==> config.mk <==
export PLATFORM = sky130hd
export DESIGN_NAME = cp0_exception_unit
export DESIGN_NICKNAME = d
export VERILOG_FILES = /design/src/rtl/cp0_exception_unit_pkg.sv /design/src/rtl/cp0_exception_unit.sv
export SDC_FILE = /design/constraint.sdc
export NUM_CORES = 1
export LEC_CHECK = 0
export BUFFER_PORTS_ARGS = -buffer_cell sky130_fd_sc_hd__buf_2
export CAP_MARGIN = 20
export CORE_AREA = 4 4 88 90
export CTS_CLUSTER_SIZE = 8
export DETAILED_ROUTE_END_ITERATION = 16
export DIE_AREA = 0 0 92 94
export HOLD_SLACK_MARGIN = 0.15
export PLACE_DENSITY = 0.88
export SLEW_MARGIN = 10
export SYNTH_ARGS = -nofsm -noshare
export SYNTH_HDL_FRONTEND = slang
export SYNTH_SLANG_ARGS = --single-unit
==> constraint.sdc <==
create_clock -name clk -period 3.05 [get_ports clk]
set_clock_uncertainty 0.15 [all_clocks]
set_input_delay 0.305 -clock clk [delete_from_list [all_inputs] [get_ports clk]]
set_output_delay 0.305 -clock clk [all_outputs]
set_load 0.005 [all_outputs]
==> src/rtl/cp0_exception_unit_pkg.sv <==
// Shared CP0 definitions: exception codes, register numbers, SR/Cause field
// positions and the exception entry address used by the PC mux.
package cp0_exception_unit_pkg;

  localparam logic [31:0] HANDLER_ADDR = 32'h0000_4180;
  localparam logic [31:0] PRID_VALUE   = 32'h2024_0829;

  localparam logic [4:0] EXC_INT     = 5'd0;
  localparam logic [4:0] EXC_ADEL    = 5'd4;
  localparam logic [4:0] EXC_ADES    = 5'd5;
  localparam logic [4:0] EXC_RI      = 5'd10;
  localparam logic [4:0] EXC_OV      = 5'd12;
  localparam logic [4:0] EXC_NONE    = 5'd0;

  localparam logic [4:0] CP0_SR      = 5'd12;
  localparam logic [4:0] CP0_CAUSE   = 5'd13;
  localparam logic [4:0] CP0_EPC     = 5'd14;
  localparam logic [4:0] CP0_PRID    = 5'd15;

  localparam int unsigned SR_IM_HI     = 15;
  localparam int unsigned SR_IM_LO     = 10;
  localparam int unsigned SR_EXL       = 1;
  localparam int unsigned SR_IE        = 0;
  localparam int unsigned CAUSE_BD     = 31;
  localparam int unsigned CAUSE_IP_HI  = 15;
  localparam int unsigned CAUSE_IP_LO  = 10;
  localparam int unsigned CAUSE_EXC_HI = 6;
  localparam int unsigned CAUSE_EXC_LO = 2;

  function automatic logic [31:0] pack_sr(input logic [5:0] im,
                                          input logic       exl,
                                          input logic       ie);
    logic [31:0] v;
    v                     = 32'h0000_0000;
    v[SR_IM_HI:SR_IM_LO]  = im;
    v[SR_EXL]             = exl;
    v[SR_IE]              = ie;
    return v;
  endfunction

  function automatic logic [31:0] pack_cause(input logic       bd,
                                             input logic [5:0] ip,
                                             input logic [4:0] exc);
    logic [31:0] v;
    v                           = 32'h0000_0000;
    v[CAUSE_BD]                 = bd;
    v[CAUSE_IP_HI:CAUSE_IP_LO]  = ip;
    v[CAUSE_EXC_HI:CAUSE_EXC_LO] = exc;
    return v;
  endfunction

endpackage

==> src/rtl/cp0_exception_unit.sv <==
// Memory-stage CP0: decides exception/interrupt entry, records SR/Cause/EPC,
// and serves mfc0/mtc0/eret. Only the implemented SR/Cause fields are stored.
module cp0_exception_unit
  import cp0_exception_unit_pkg::*;
(
  input  logic        clk,
  input  logic        reset_n,
  input  logic [4:0]  A1,
  input  logic [4:0]  A2,
  input  logic [31:0] DIn,
  input  logic        WE,
  input  logic [31:0] VPC,
  input  logic        BDIn,
  input  logic [4:0]  ExcCodeIn,
  input  logic [5:0]  HWInt,
  input  logic        EXLClr,
  output logic [31:0] DOut,
  output logic [31:0] EPCOut,
  output logic        Req
);

  logic [5:0]  r_sr_im;
  logic        r_sr_exl;
  logic        r_sr_ie;
  logic        r_cause_bd;
  logic [5:0]  r_cause_ip;
  logic [4:0]  r_cause_exc;
  logic [31:0] r_epc;

  logic        w_int_req;
  logic        w_exc_req;
  logic        w_req;
  logic [31:0] w_sr;
  logic [31:0] w_cause;
  logic [31:0] w_dout;

  // Exception/interrupt decision; EXL blocks nesting of both kinds
  always_comb begin
    w_int_req = (|(HWInt & r_sr_im)) & r_sr_ie & ~r_sr_exl;
    w_exc_req = (ExcCodeIn != EXC_NONE) & ~r_sr_exl;
    w_req     = w_int_req | w_exc_req;
  end

  // mfc0 read mux over current register contents (no bypass of same-cycle writes)
  always_comb begin
    w_dout  = 32'h0000_0000;
    w_sr    = pack_sr(r_sr_im, r_sr_exl, r_sr_ie);
    w_cause = pack_cause(r_cause_bd, r_cause_ip, r_cause_exc);
    case (A1)
      CP0_SR:    w_dout = w_sr;
      CP0_CAUSE: w_dout = w_cause;
      CP0_EPC:   w_dout = r_epc;
      CP0_PRID:  w_dout = PRID_VALUE;
      default:   w_dout = 32'h0000_0000;
    endcase
  end

  assign Req    = w_req;
  assign DOut   = w_dout;
  assign EPCOut = r_epc;

  // Pending-interrupt mirror follows the lines every cycle
  always_ff @(posedge clk or negedge reset_n) begin
    if (!reset_n) begin
      r_cause_ip <= 6'd0;
    end else begin
      r_cause_ip <= HWInt;
    end
  end

  // Exception entry beats eret, which beats mtc0; a write on an entry edge is dropped
  always_ff @(posedge clk or negedge reset_n) begin
    if (!reset_n) begin
      r_sr_im     <= 6'd0;
      r_sr_exl    <= 1'b0;
      r_sr_ie     <= 1'b0;
      r_cause_bd  <= 1'b0;
      r_cause_exc <= 5'd0;
      r_epc       <= 32'h0000_0000;
    end else if (w_req) begin
      r_sr_exl    <= 1'b1;
      r_cause_bd  <= BDIn;
      r_cause_exc <= w_int_req ? EXC_INT : ExcCodeIn;
      r_epc       <= BDIn ? (VPC - 32'd4) : VPC;
    end else begin
      if (WE && (A2 == CP0_SR)) begin
        r_sr_im  <= DIn[SR_IM_HI:SR_IM_LO];
        r_sr_ie  <= DIn[SR_IE];
        r_sr_exl <= EXLClr ? 1'b0 : DIn[SR_EXL];
      end else if (EXLClr) begin
        r_sr_exl <= 1'b0;
      end
      if (WE && (A2 == CP0_EPC)) begin
        r_epc <= DIn;
      end
    end
  end

endmodule

==> metrics.md <==
| Metric | Value |
|---|---|
| Status | `finished clean` |
| I/O pins | `155` |
| Vias per cell | `5.32` |
| Area growth syn-to-layout | `39.2%` |
| EDFF count, synth | `0` |
| Synth area leaders | `dfrtp_1 (40%), mux2_2 (10%), nor2_1 (4.9%)` |
| FFs w/ async S/R, synth | `100%` |
| Hold Violations, Final | `0` |
| Synth top area share | `40.2%` |
| Detailed-route via count | `3333` |
| R2R Setup Slk | `310 ps` |
| Htree depth | `2` |
| # setup viols final | `0` |
| Cell Area, Synth | `3240 um2` |
| Critical R2R Capture | `r_sr_im[4]` |
| Ys Warns | `0` |
| Mapped Cells | `approximately 350` |
| Port buffer count | `154` |
| TritonCTS clock tree | `done` |
| Largest net degree at the start of global routing | `43` |
| Post-synthesis cell type count | `46` |
| Worst hold path class | `in2reg` |
| Hold wc startpoint | `VPC[30]` |
| Sequential area share after synthesis | `40.2%` |
| Crit path capture type | `output port` |
| Crit path from | `ExcCodeIn[3]` |
| Min cycle time layout | `2980 ps` |
| Period utilization | `97.7%` |
| Syn avg cell area | `9.33 um2` |
| Flops & latches, synth | `52` |
| Post-DP HPWL | `7560 um` |
| Pre-CTS setup slack | `between 200 and 300 ps` |
| Final Non-Filler Cells | `626` |
| Setup crit start kind | `input port` |
| First-pass GRT wire length | `16100 um` |
| Clock Latency Late Sink | `approximately 300 ps` |
| Clk sinks | `between 50 and 60` |
| Actual slew at the worst max-slew pin | `720 ps` |
| Gpl congestion | `approximately 0.9` |
| Starting Density | `45.9%` |
| DP Cell Count | `589` |
| Routed wire length | `10100 um` |
| Leak | `2.14 nW` |
| Critical path's largest stage delay | `around 540 ps` |
| Worst path arrival time | `2520 ps` |
| Kind of critical path | `in2out` |
| Antenna Cells | `0` |
| RSZ-0062 raised after global routing | `no` |
| Pwr per Cell Area | `603 nW/um2` |
| Worst-path clk slew | `90 ps` |
| Cts bufs inserted | `5` |
| Die Ht | `94 um` |
| Residual DRC count | `0` |
| Die W | `92 um` |
| Clock Tree Root | `clkbuf_8` |
| Fin util | `a little under two thirds` |
| Most common library cells after synthesis | `dfrtp_1 (52), nor2_1 (42), mux2_2 (29)` |
| Req. time, crit path | `around 2600 ps` |
| Worst Path Max Fanout | `42` |
| CP cell instances | `dlygate4sd3_1 > buf_2 > or4_1 > nor2_1 > nand2_1 > nand2_1 > inv_2 > buf_6 > buf_2` |
| Max Buffers Root-to-Sink | `2` |
| Fmax | `between 300 and 400 MHz` |
| Max-Cap Viols | `0` |
| Setup TNS Final | `0 ps` |
| Row count | `31` |
| Ratio of cells with drive above 1 in the final layout | `approximately two fifths` |
| Pre-antenna DRT Iters | `4` |
| Overall Global Routing Usage | `23.3%` |
| WHS Path Cells | `3` |
| Congestion Overflow GR | `0` |
| Worst vdd ir | `0.377 mV` |
| Final nets | `617` |
| Synth Net Count | `between 400 and 500` |
| Worst r2r path cells | `7` |
| Final-report max-slew violation count | `0` |
| Count leader, synth | `dfrtp_1` |
| Leading area contributor after synthesis | `dfrtp_1` |
| Slew headroom | `51.6%` |
| Final WS setup | `70.1 ps` |
| DR iter-0 viols | `about 130` |
| Hold path endpoint | `EPCOut[30]` |
| Vias in the first global route | `roughly 3400` |
| Initial antenna violation count | `0` |
| Ys flop type | `dfrtp_1` |
| Antenna Nets Post-Route | `0` |
| Critical-path top delay cell | `dlygate4sd3_1` |
| Hold slack | `162 ps` |
| Core area | `roughly 7000 um2` |
| Crit Reg-Reg Startpoint | `r_sr_im[4]` |
| Avg WL per Cell | `16.2 um` |
| Die area | `approximately 8600 um2` |
==> critical path: cells and delay by family <==
family        cells  cell delay, ps
buf+inv           5            1340
simple gates      4             860
==> through the flow <==
stage	area [um2]	total power, mW
final	4500	2.71
after global routing	4500	2.93
after CTS	4500	2.72
after detailed placement	4110	2.27
after global placement	4110	2.21
after floorplan	3240	1.78
==> cells by family (layout without fill, tap and decap cells) <==
family	Yosys count	in the layout	share of synthesized area, %
AND/OR/NAND/NOR	132	132	22.0
AO/OA/AOI/OAI	72	72	14.0
adder cells (fa/ha/maj)	1	1	0.386
buffers and inverters	24	204	2.82
XOR/XNOR	25	25	6.76
flip-flops	52	52	40.2
multiplexers	41	41	13.8
==> cell usage in the layout (no fill, tap or decap), drive strengths merged, types with 3 or more instances in the layout <==
master	n
inv	8
dfrtp	52
dlygate4sd3	29
nand3	7
o21ai	24
clkbuf	6
nand2	27
mux2	29
o211ai	3
a22oi	8
xnor2	16
a22o	7
buf	159
or4	4
or3	5
nor4	9
nor2	43
xor2	9
nor3	8
mux2i	12
a21oi	22
and2	19
==> power by group <==
group / switching [mW] / total [mW] / internal (mW)
registers: 0.211 / 1.19 / 0.975
clock network: 0.237 / 0.421 / 0.184
logic: 0.560 / 1.11 / 0.547
==> final cells by class <==
cell class / count / area [um2]
fillers: 599 / 2550
multi-input cells: 271 / 1850
flip-flops and latches: 52 / 1300
repair buffers: 188 / 1100
well taps: 99 / 124
clock buffers: 6 / 82.6
inverters: 8 / 30.0
clock inverters: 2 / 15.0
==> state kept, by name, summed over array words and instances, names as in the netlist <==
signal,flops
EPCOut,32
r_cause_bd,1
r_cause_exc,5
r_cause_ip,6
r_sr_exl,1
r_sr_ie,1
r_sr_im,6
==> layer usage <==
layer	wire length, um	up-vias	share of wire, %	GRT usage (%)
met5	0	-	0	0
met4	197	0	1.9	7.30
met3	762	20	7.5	4.17
met2	5220	160	52	43.9
met1	3940	1565	39	26.7
li1	-	1588	-	-
==> worst max path at each step <==
stage               slack, ps  cells after the start          to
floorplan                 890                      5  EPCOut[29]
global placement          390                      8  r_sr_im[4]
detailed placement        280                      8  r_sr_im[5]
CTS                        30                      9         Req
global route               10                      9         Req
finish                     70                      9         Req
==> repair_timing <==
item,in CTS,in global routing
endpoints found under the setup margin,0,1
buffers inserted,0,0
hold buffers,29,0
hold endpoints to repair,57,0
gates resized for setup,0,1
No activity file was read; power rests on OpenSTA's default activity.
